**config.mk**
```make
export PLATFORM = sky130hd
export DESIGN_NAME = dcache_wt
export DESIGN_NICKNAME = d
export VERILOG_FILES = /design/src/rtl/dcache_pkg.sv /design/src/rtl/dcache_store.sv /design/src/rtl/dcache_wt.sv
export SDC_FILE = /design/constraint.sdc
export NUM_CORES = 1
export LEC_CHECK = 0
export CORE_ASPECT_RATIO = 1.2
export CORE_MARGIN = 2
export CORE_UTILIZATION = 60
export DETAILED_ROUTE_END_ITERATION = 8
export MAX_ROUTING_LAYER = met4
export PLACE_DENSITY = 0.79
export SETUP_SLACK_MARGIN = 0.3
export SLEW_MARGIN = 15
export SYNTH_ARGS = -nofsm -noshare
export SYNTH_HDL_FRONTEND = slang
export SYNTH_SLANG_ARGS = --single-unit
```
**constraint.sdc**
```tcl
create_clock -name clk -period 7.8 [get_ports clk]
set_input_delay 1.17 -clock clk [delete_from_list [all_inputs] [get_ports clk]]
set_output_delay 1.17 -clock clk [all_outputs]
set_load 0.01 [all_outputs]
```
**src/rtl/dcache_pkg.sv**
```systemverilog
// Shared types and address-split helpers for the write-through data cache (dcache_wt).
package dcache_pkg;

  typedef enum logic [1:0] {
    IDLE   = 2'd0,
    REFILL = 2'd1,
    WRITE  = 2'd2
  } state_t;

  function automatic int calc_off_w(input int words_per_line);
    return $clog2(words_per_line);
  endfunction

  function automatic int calc_idx_w(input int num_lines);
    return $clog2(num_lines);
  endfunction

  function automatic int calc_tag_w(input int addr_w, input int words_per_line, input int num_lines);
    return addr_w - 2 - calc_off_w(words_per_line) - calc_idx_w(num_lines);
  endfunction

  // Extracts a width-bit field starting at lsb; callers size-cast the result.
  function automatic logic [63:0] addr_field(input logic [63:0] addr, input int lsb, input int width);
    return (addr >> lsb) & ((64'd1 << width) - 64'd1);
  endfunction

endpackage

```
**src/rtl/dcache_store.sv**
```systemverilog
// Tag, valid and data arrays for dcache_wt: combinational lookup, synchronous word write.
module dcache_store #(
  parameter int NUM_LINES      = 8,
  parameter int WORDS_PER_LINE = 4,
  parameter int IDX_W          = 3,
  parameter int OFF_W          = 2,
  parameter int TAG_W          = 25
) (
  input  logic             clk,
  input  logic             rst,
  input  logic [IDX_W-1:0] idx,
  input  logic [OFF_W-1:0] off,
  input  logic [TAG_W-1:0] tag,
  input  logic             wr_en,
  input  logic [31:0]      wr_data,
  input  logic             fill_en,
  output logic             hit,
  output logic [31:0]      rd_data
);

  logic [31:0]          data_q [NUM_LINES][WORDS_PER_LINE];
  logic [TAG_W-1:0]     tag_q  [NUM_LINES];
  logic [NUM_LINES-1:0] valid_q;

  assign hit     = valid_q[idx] && (tag_q[idx] == tag);
  assign rd_data = data_q[idx][off];

  // NOTE: data and tag arrays carry no reset; valid bits alone decide whether contents are meaningful.
  always_ff @(posedge clk) begin
    if (wr_en)   data_q[idx][off] <= wr_data;
    if (fill_en) tag_q[idx]       <= tag;
  end

  always_ff @(posedge clk or posedge rst) begin
    if (rst)          valid_q      <= '0;
    else if (fill_en) valid_q[idx] <= 1'b1;
  end

endmodule

```
**src/rtl/dcache_wt.sv**
```systemverilog
// Direct-mapped write-through, no-write-allocate data cache with line refill over req/ack.
// Define DCACHE_STATS_EN to add read-hit / read-miss / write counters.
module dcache_wt
  import dcache_pkg::*;
#(
  parameter int NUM_LINES      = 8,
  parameter int WORDS_PER_LINE = 4,
  parameter int ADDR_W         = 32
) (
  input  logic              clk,
  input  logic              reset,
  input  logic              MemRead,
  input  logic              MemWrite,
  input  logic [ADDR_W-1:0] ALUOut,
  input  logic [31:0]       WriteData,
  output logic [31:0]       ReadData,
  output logic              dhit,
  output logic              mem_req,
  output logic              mem_we,
  output logic [ADDR_W-1:0] mem_addr,
  output logic [31:0]       mem_wdata,
  input  logic [31:0]       mem_rdata,
  input  logic              mem_ack
`ifdef DCACHE_STATS_EN
  ,
  output logic [31:0]       stat_rd_hits,
  output logic [31:0]       stat_rd_misses,
  output logic [31:0]       stat_writes
`endif
);

  localparam int OFF_W    = calc_off_w(WORDS_PER_LINE);
  localparam int IDX_W    = calc_idx_w(NUM_LINES);
  localparam int TAG_W    = calc_tag_w(ADDR_W, WORDS_PER_LINE, NUM_LINES);
  localparam int CNT_W    = (OFF_W > 0) ? OFF_W : 1;
  localparam int LINE_LSB = OFF_W + 2;
  localparam logic [CNT_W-1:0]  LAST_WORD = CNT_W'(WORDS_PER_LINE - 1);
  localparam logic [ADDR_W-1:0] LINE_MASK = ~ADDR_W'(WORDS_PER_LINE * 4 - 1);

  state_t            state_q, state_d;
  logic [CNT_W-1:0]  cnt_q, cnt_d;
  logic              req_d, we_d;
  logic [ADDR_W-1:0] addr_d;
  logic [31:0]       wdata_d;

  logic [ADDR_W-1:0] lk_addr;
  logic [IDX_W-1:0]  lk_idx;
  logic [CNT_W-1:0]  lk_off;
  logic [TAG_W-1:0]  lk_tag;
  logic              hit, wr_en, fill_en;
  logic [31:0]       rd_data, wr_data;

  // Outside IDLE the in-flight mem_addr carries the latched tag/index, so it drives the lookup.
  assign lk_addr = (state_q == IDLE) ? ALUOut : mem_addr;
  assign lk_off  = CNT_W'(addr_field(64'(lk_addr), 2, OFF_W));
  assign lk_idx  = IDX_W'(addr_field(64'(lk_addr), LINE_LSB, IDX_W));
  assign lk_tag  = TAG_W'(addr_field(64'(lk_addr), LINE_LSB + IDX_W, TAG_W));

  dcache_store #(
    .NUM_LINES      (NUM_LINES),
    .WORDS_PER_LINE (WORDS_PER_LINE),
    .IDX_W          (IDX_W),
    .OFF_W          (CNT_W),
    .TAG_W          (TAG_W)
  ) u_store (
    .clk     (clk),
    .rst     (reset),
    .idx     (lk_idx),
    .off     (lk_off),
    .tag     (lk_tag),
    .wr_en   (wr_en),
    .wr_data (wr_data),
    .fill_en (fill_en),
    .hit     (hit),
    .rd_data (rd_data)
  );

  assign ReadData = (state_q == IDLE && hit) ? rd_data : 32'd0;

  // NOTE: every combinational output is given a default first so no path infers a latch.
  always_comb begin
    state_d = state_q;
    cnt_d   = cnt_q;
    req_d   = mem_req;
    we_d    = mem_we;
    addr_d  = mem_addr;
    wdata_d = mem_wdata;
    dhit    = 1'b1;
    wr_en   = 1'b0;
    wr_data = mem_rdata;
    fill_en = 1'b0;
    case (state_q)
      IDLE: begin
        if (MemWrite) begin
          dhit    = 1'b0;
          state_d = WRITE;
          req_d   = 1'b1;
          we_d    = 1'b1;
          addr_d  = ALUOut;
          wdata_d = WriteData;
        end else if (MemRead && !hit) begin
          dhit    = 1'b0;
          state_d = REFILL;
          cnt_d   = '0;
          req_d   = 1'b1;
          we_d    = 1'b0;
          addr_d  = ALUOut & LINE_MASK;
        end
      end
      REFILL: begin
        dhit = 1'b0;
        if (mem_ack) begin
          wr_en = 1'b1;
          if (cnt_q == LAST_WORD) begin
            fill_en = 1'b1;
            req_d   = 1'b0;
            cnt_d   = '0;
            state_d = IDLE;
          end else begin
            cnt_d  = cnt_q + 1'b1;
            addr_d = mem_addr + ADDR_W'(4);
          end
        end
      end
      WRITE: begin
        dhit = mem_ack;
        if (mem_ack) begin
          wr_en   = hit;
          wr_data = mem_wdata;
          req_d   = 1'b0;
          we_d    = 1'b0;
          state_d = IDLE;
        end
      end
      default: state_d = IDLE;
    endcase
  end

  // NOTE: sequential state uses non-blocking assignments so all registers update from pre-edge values.
  always_ff @(posedge clk or posedge reset) begin
    if (reset) begin
      state_q   <= IDLE;
      cnt_q     <= '0;
      mem_req   <= 1'b0;
      mem_we    <= 1'b0;
      mem_addr  <= '0;
      mem_wdata <= '0;
    end else begin
      state_q   <= state_d;
      cnt_q     <= cnt_d;
      mem_req   <= req_d;
      mem_we    <= we_d;
      mem_addr  <= addr_d;
      mem_wdata <= wdata_d;
    end
  end

`ifdef DCACHE_STATS_EN
  always_ff @(posedge clk or posedge reset) begin
    if (reset) begin
      stat_rd_hits   <= '0;
      stat_rd_misses <= '0;
      stat_writes    <= '0;
    end else begin
      if (state_q == IDLE && MemRead && !MemWrite && hit)  stat_rd_hits   <= stat_rd_hits + 32'd1;
      if (state_q == IDLE && MemRead && !MemWrite && !hit) stat_rd_misses <= stat_rd_misses + 32'd1;
      if (state_q == WRITE && mem_ack)                     stat_writes    <= stat_writes + 32'd1;
    end
  end
`endif

endmodule

```
==> results by group <==
Logic synthesis
  – Post-synth ARST share: 0.0599
  – Top-area cell type share of the netlist area: 0.731
  – Post-Syn Instances: 3179
  – Synth Net Count: 3286
  – Mean post-synth cell area: 15.8 um2
  – Mapped cell area: 50300 um2
  – Ys flop type: edfxtp_1
  – Count of state elements after synthesis: 1302
  – Seq/Total Area, Yosys: 0.770
  – Ys Warns: 0
  – EDFF count, synth: 1224
  – Yosys cell types: 69
  – Largest cells by area after synthesis: edfxtp_1, dfrtp_1, o22ai_1
  – Leading area contributor after synthesis: edfxtp_1

Clocking
  – Total clock sinks: 1302
  – Post-CTS Repair Setup Buffers: 0
  – Total CTS buffers: 117
  – CTS max path bufs: 3
  – CTS H-tree depth: 3
  – Post-CTS Hold Buffers: 0
  – CTS root buffer: clkbuf_16
  – Clock transition at path regs: 0.07 ns
  – CTS tree: yes
  – Clock Latency Late Sink: 0.73 ns
  – CTS resizes: 0

Critical path
  – Crit-path max FO: 20
  – Worst Setup End Kind: primary output
  – Critical path startpoint category: flip-flop
  – Critical path's slowest cell: nand2_1
  – Max incr delay on CP: 0.66 ns
  – Critical path, cell by cell: inv_1 -> ha_2 -> nand3b_1 -> nand2_1 -> a32oi_1 -> a21boi_0 -> nor4_1 -> and4b_1 -> and3_2 -> buf_4 -> o311a_1 -> clkdlybuf4s50_1
  – CP arrival: 5.92 ns
  – Worst path required time: 6.63 ns
  – Worst R2R Setup Slack: 1.60 ns
  – Setup CP Type: reg -> out

Timing
  – Setup TNS: 0 ns
  – Final hold violations: 0
  – RSZ-0062 raised after global routing: false
  – Worst slew margin: 0.292
  – Final Cycle Share: 0.909
  – Min Clock Period, post-route: 7.09 ns
  – FMAX: 141 MHz
  – Final Max Tran Viols: 0
  – Clock Skews: 0.0367 ns
  – Final setup violation count: 0
  – Worst slew pin tran: 1.06 ns

Status
  – Status: completed

Global route
  – Number of global-route vias before repair: 33100
  – Largest net degree at the start of global routing: 113
  – Global-route wire length before repair: 211000 um
  – All-Layer GR Usage: 0.348
  – Final global-route overflow total: 0
  – Initial antenna violation count: 4

Floorplan
  – Core Footprint: 83200 um2
  – Row Count: 116
  – # IOs: 200
  – Initial Utilization: 0.605
  – Die area: 86100 um2
  – Die Span Y: 321 um
  – Die X: 268 um

Place
  – Port buffer count: 199
  – Dpl cell area: 54000 um2
  – Gpl congestion: 0.906
  – Post-DP HPWL: 82100 um

Finish
  – Nets@finish: 3502
  – Post-route cell area: 57900 um2
  – Share of cells above drive strength 1: 0.130
  – Commonest non-fill, non-tap cells in the layout: edfxtp_1, o22ai_1, nand2_1, nor2_1, clkdlybuf4s50_1
  – Layout area overhead: 15.1%
  – Fill cells: 5061
  – Util after Layout: 0.696
  – Most common cell after layout, fill and taps aside: edfxtp_1

Min path
  – Hold/Removal Path Class: reg -> reg

Pwr
  – Maximum VDD drop: 331 uV
  – Leakage power: 18.9 nW
  – Pwr dens: 362 nW/um2

Routing
  – Antenna viol nets, final: 0
  – First-pass iteration count of the detailed router: 6
  – Final WL: 147000 um
  – Drt drc: 0
  – Vias per inst: 7.13
  – WL/cell: 31.7 um
  – Iteration-0 DRC Markers: 5778
  – Total number of vias: 33000

Run
  – Max Cap Viol: 0
logic make-up after synthesis:
kind of cell,count (synthesis),synth area share
fa+ha+maj,6,0.00149
buf+inv,239,0.0209
xor+xnor,3,0.000523
mux,139,0.0300
compound gates,759,0.107
flops,1302,0.770
simple gates,731,0.0698
flip-flops by register name, summed over array words and instances, names as in the netlist:
register / count
cnt_q: 2
mem_addr: 32
mem_req: 1
mem_wdata: 32
mem_we: 1
state_q: 2
u_store.data_q: 1024
u_store.tag_q: 200
u_store.valid_q: 8
where the power goes:
part | switching, mW | internal [mW] | total (mW)
combinational | 4.40 | 2.13 | 6.54
sequential | 0.242 | 8.33 | 8.57
clock | 2.58 | 3.27 | 5.85
through the flow:
step	power, mW	instances	hold slack [ns]	setup WS, ns
5_1_grt	21.5	4623	0.494	0.536
2_1_floorplan	12.5	3179	0.434	0.919
6_report	21.0	4623	0.474	0.712
3_3_place_gp	14.8	4397	0.446	0.983
3_5_place_dp	15.0	4397	0.459	0.935
4_1_cts	20.8	4619	0.470	0.830
layout make-up:
class | count | area, um2 | area share
Clock buffer | 146 | 3100 | 0.0535
Inverter | 23 | 87.6 | 0.00151
Sequential cell | 1302 | 38700 | 0.669
Clock inverter | 76 | 796 | 0.0138
Multi-Input combinational cell | 1638 | 10900 | 0.188
Timing Repair Buffer | 313 | 2910 | 0.0504
Tap cell | 1121 | 1400 | 0.0242
Antenna cell | 4 | 10.0 | 0.000173
synthesized netlist by cell type, drive strengths merged (44+ instances only):
library cell and n:
edfxtp 1224, o22ai 306, nand2 212, nor2 211
clkbuf 131, mux2 90, buf 85, o221ai 79
dfrtp 78, nor3 67, a21oi 61, nand3 61
nor4 53, o21ai 53, mux2i 49, a32oi 44
path summary, 6_finish.rpt:
check,depth (start not counted),endpoint,startpoint
setup / recovery,12,ReadData[16],state_q[0]
hold / removal,1,u_store.valid_q[7],u_store.valid_q[7]
setup reg to reg,13,u_store.data_q[4][73],state_q[0]
hold reg to reg,1,u_store.valid_q[7],u_store.valid_q[7]
max in group asynchronous,3,mem_wdata[0],reset
min in group asynchronous,3,mem_addr[18],reset
layer usage:
layer / routed length [um] / up-vias / GRT usage
li1: - / 13300 / -
met1: 47100 / 16200 / 0.415
met2: 71500 / 2879 / 0.548
met3: 18300 / 628 / 0.0704
met4: 9710 / 0 / 0.216
met5: 0 / - / -
worst max-delay path, delay by kind of cell, from the launching register on:
kind                     cells  cell delay, ns
AO/OA/AOI/OAI                3            1.04
adder cells (fa/ha/maj)      1            0.47
buffers and inverters        3            1.06
flip-flops                   1            0.43
AND/OR/NAND/NOR              5            2.18
No activity file was read; power rests on OpenSTA's default activity.
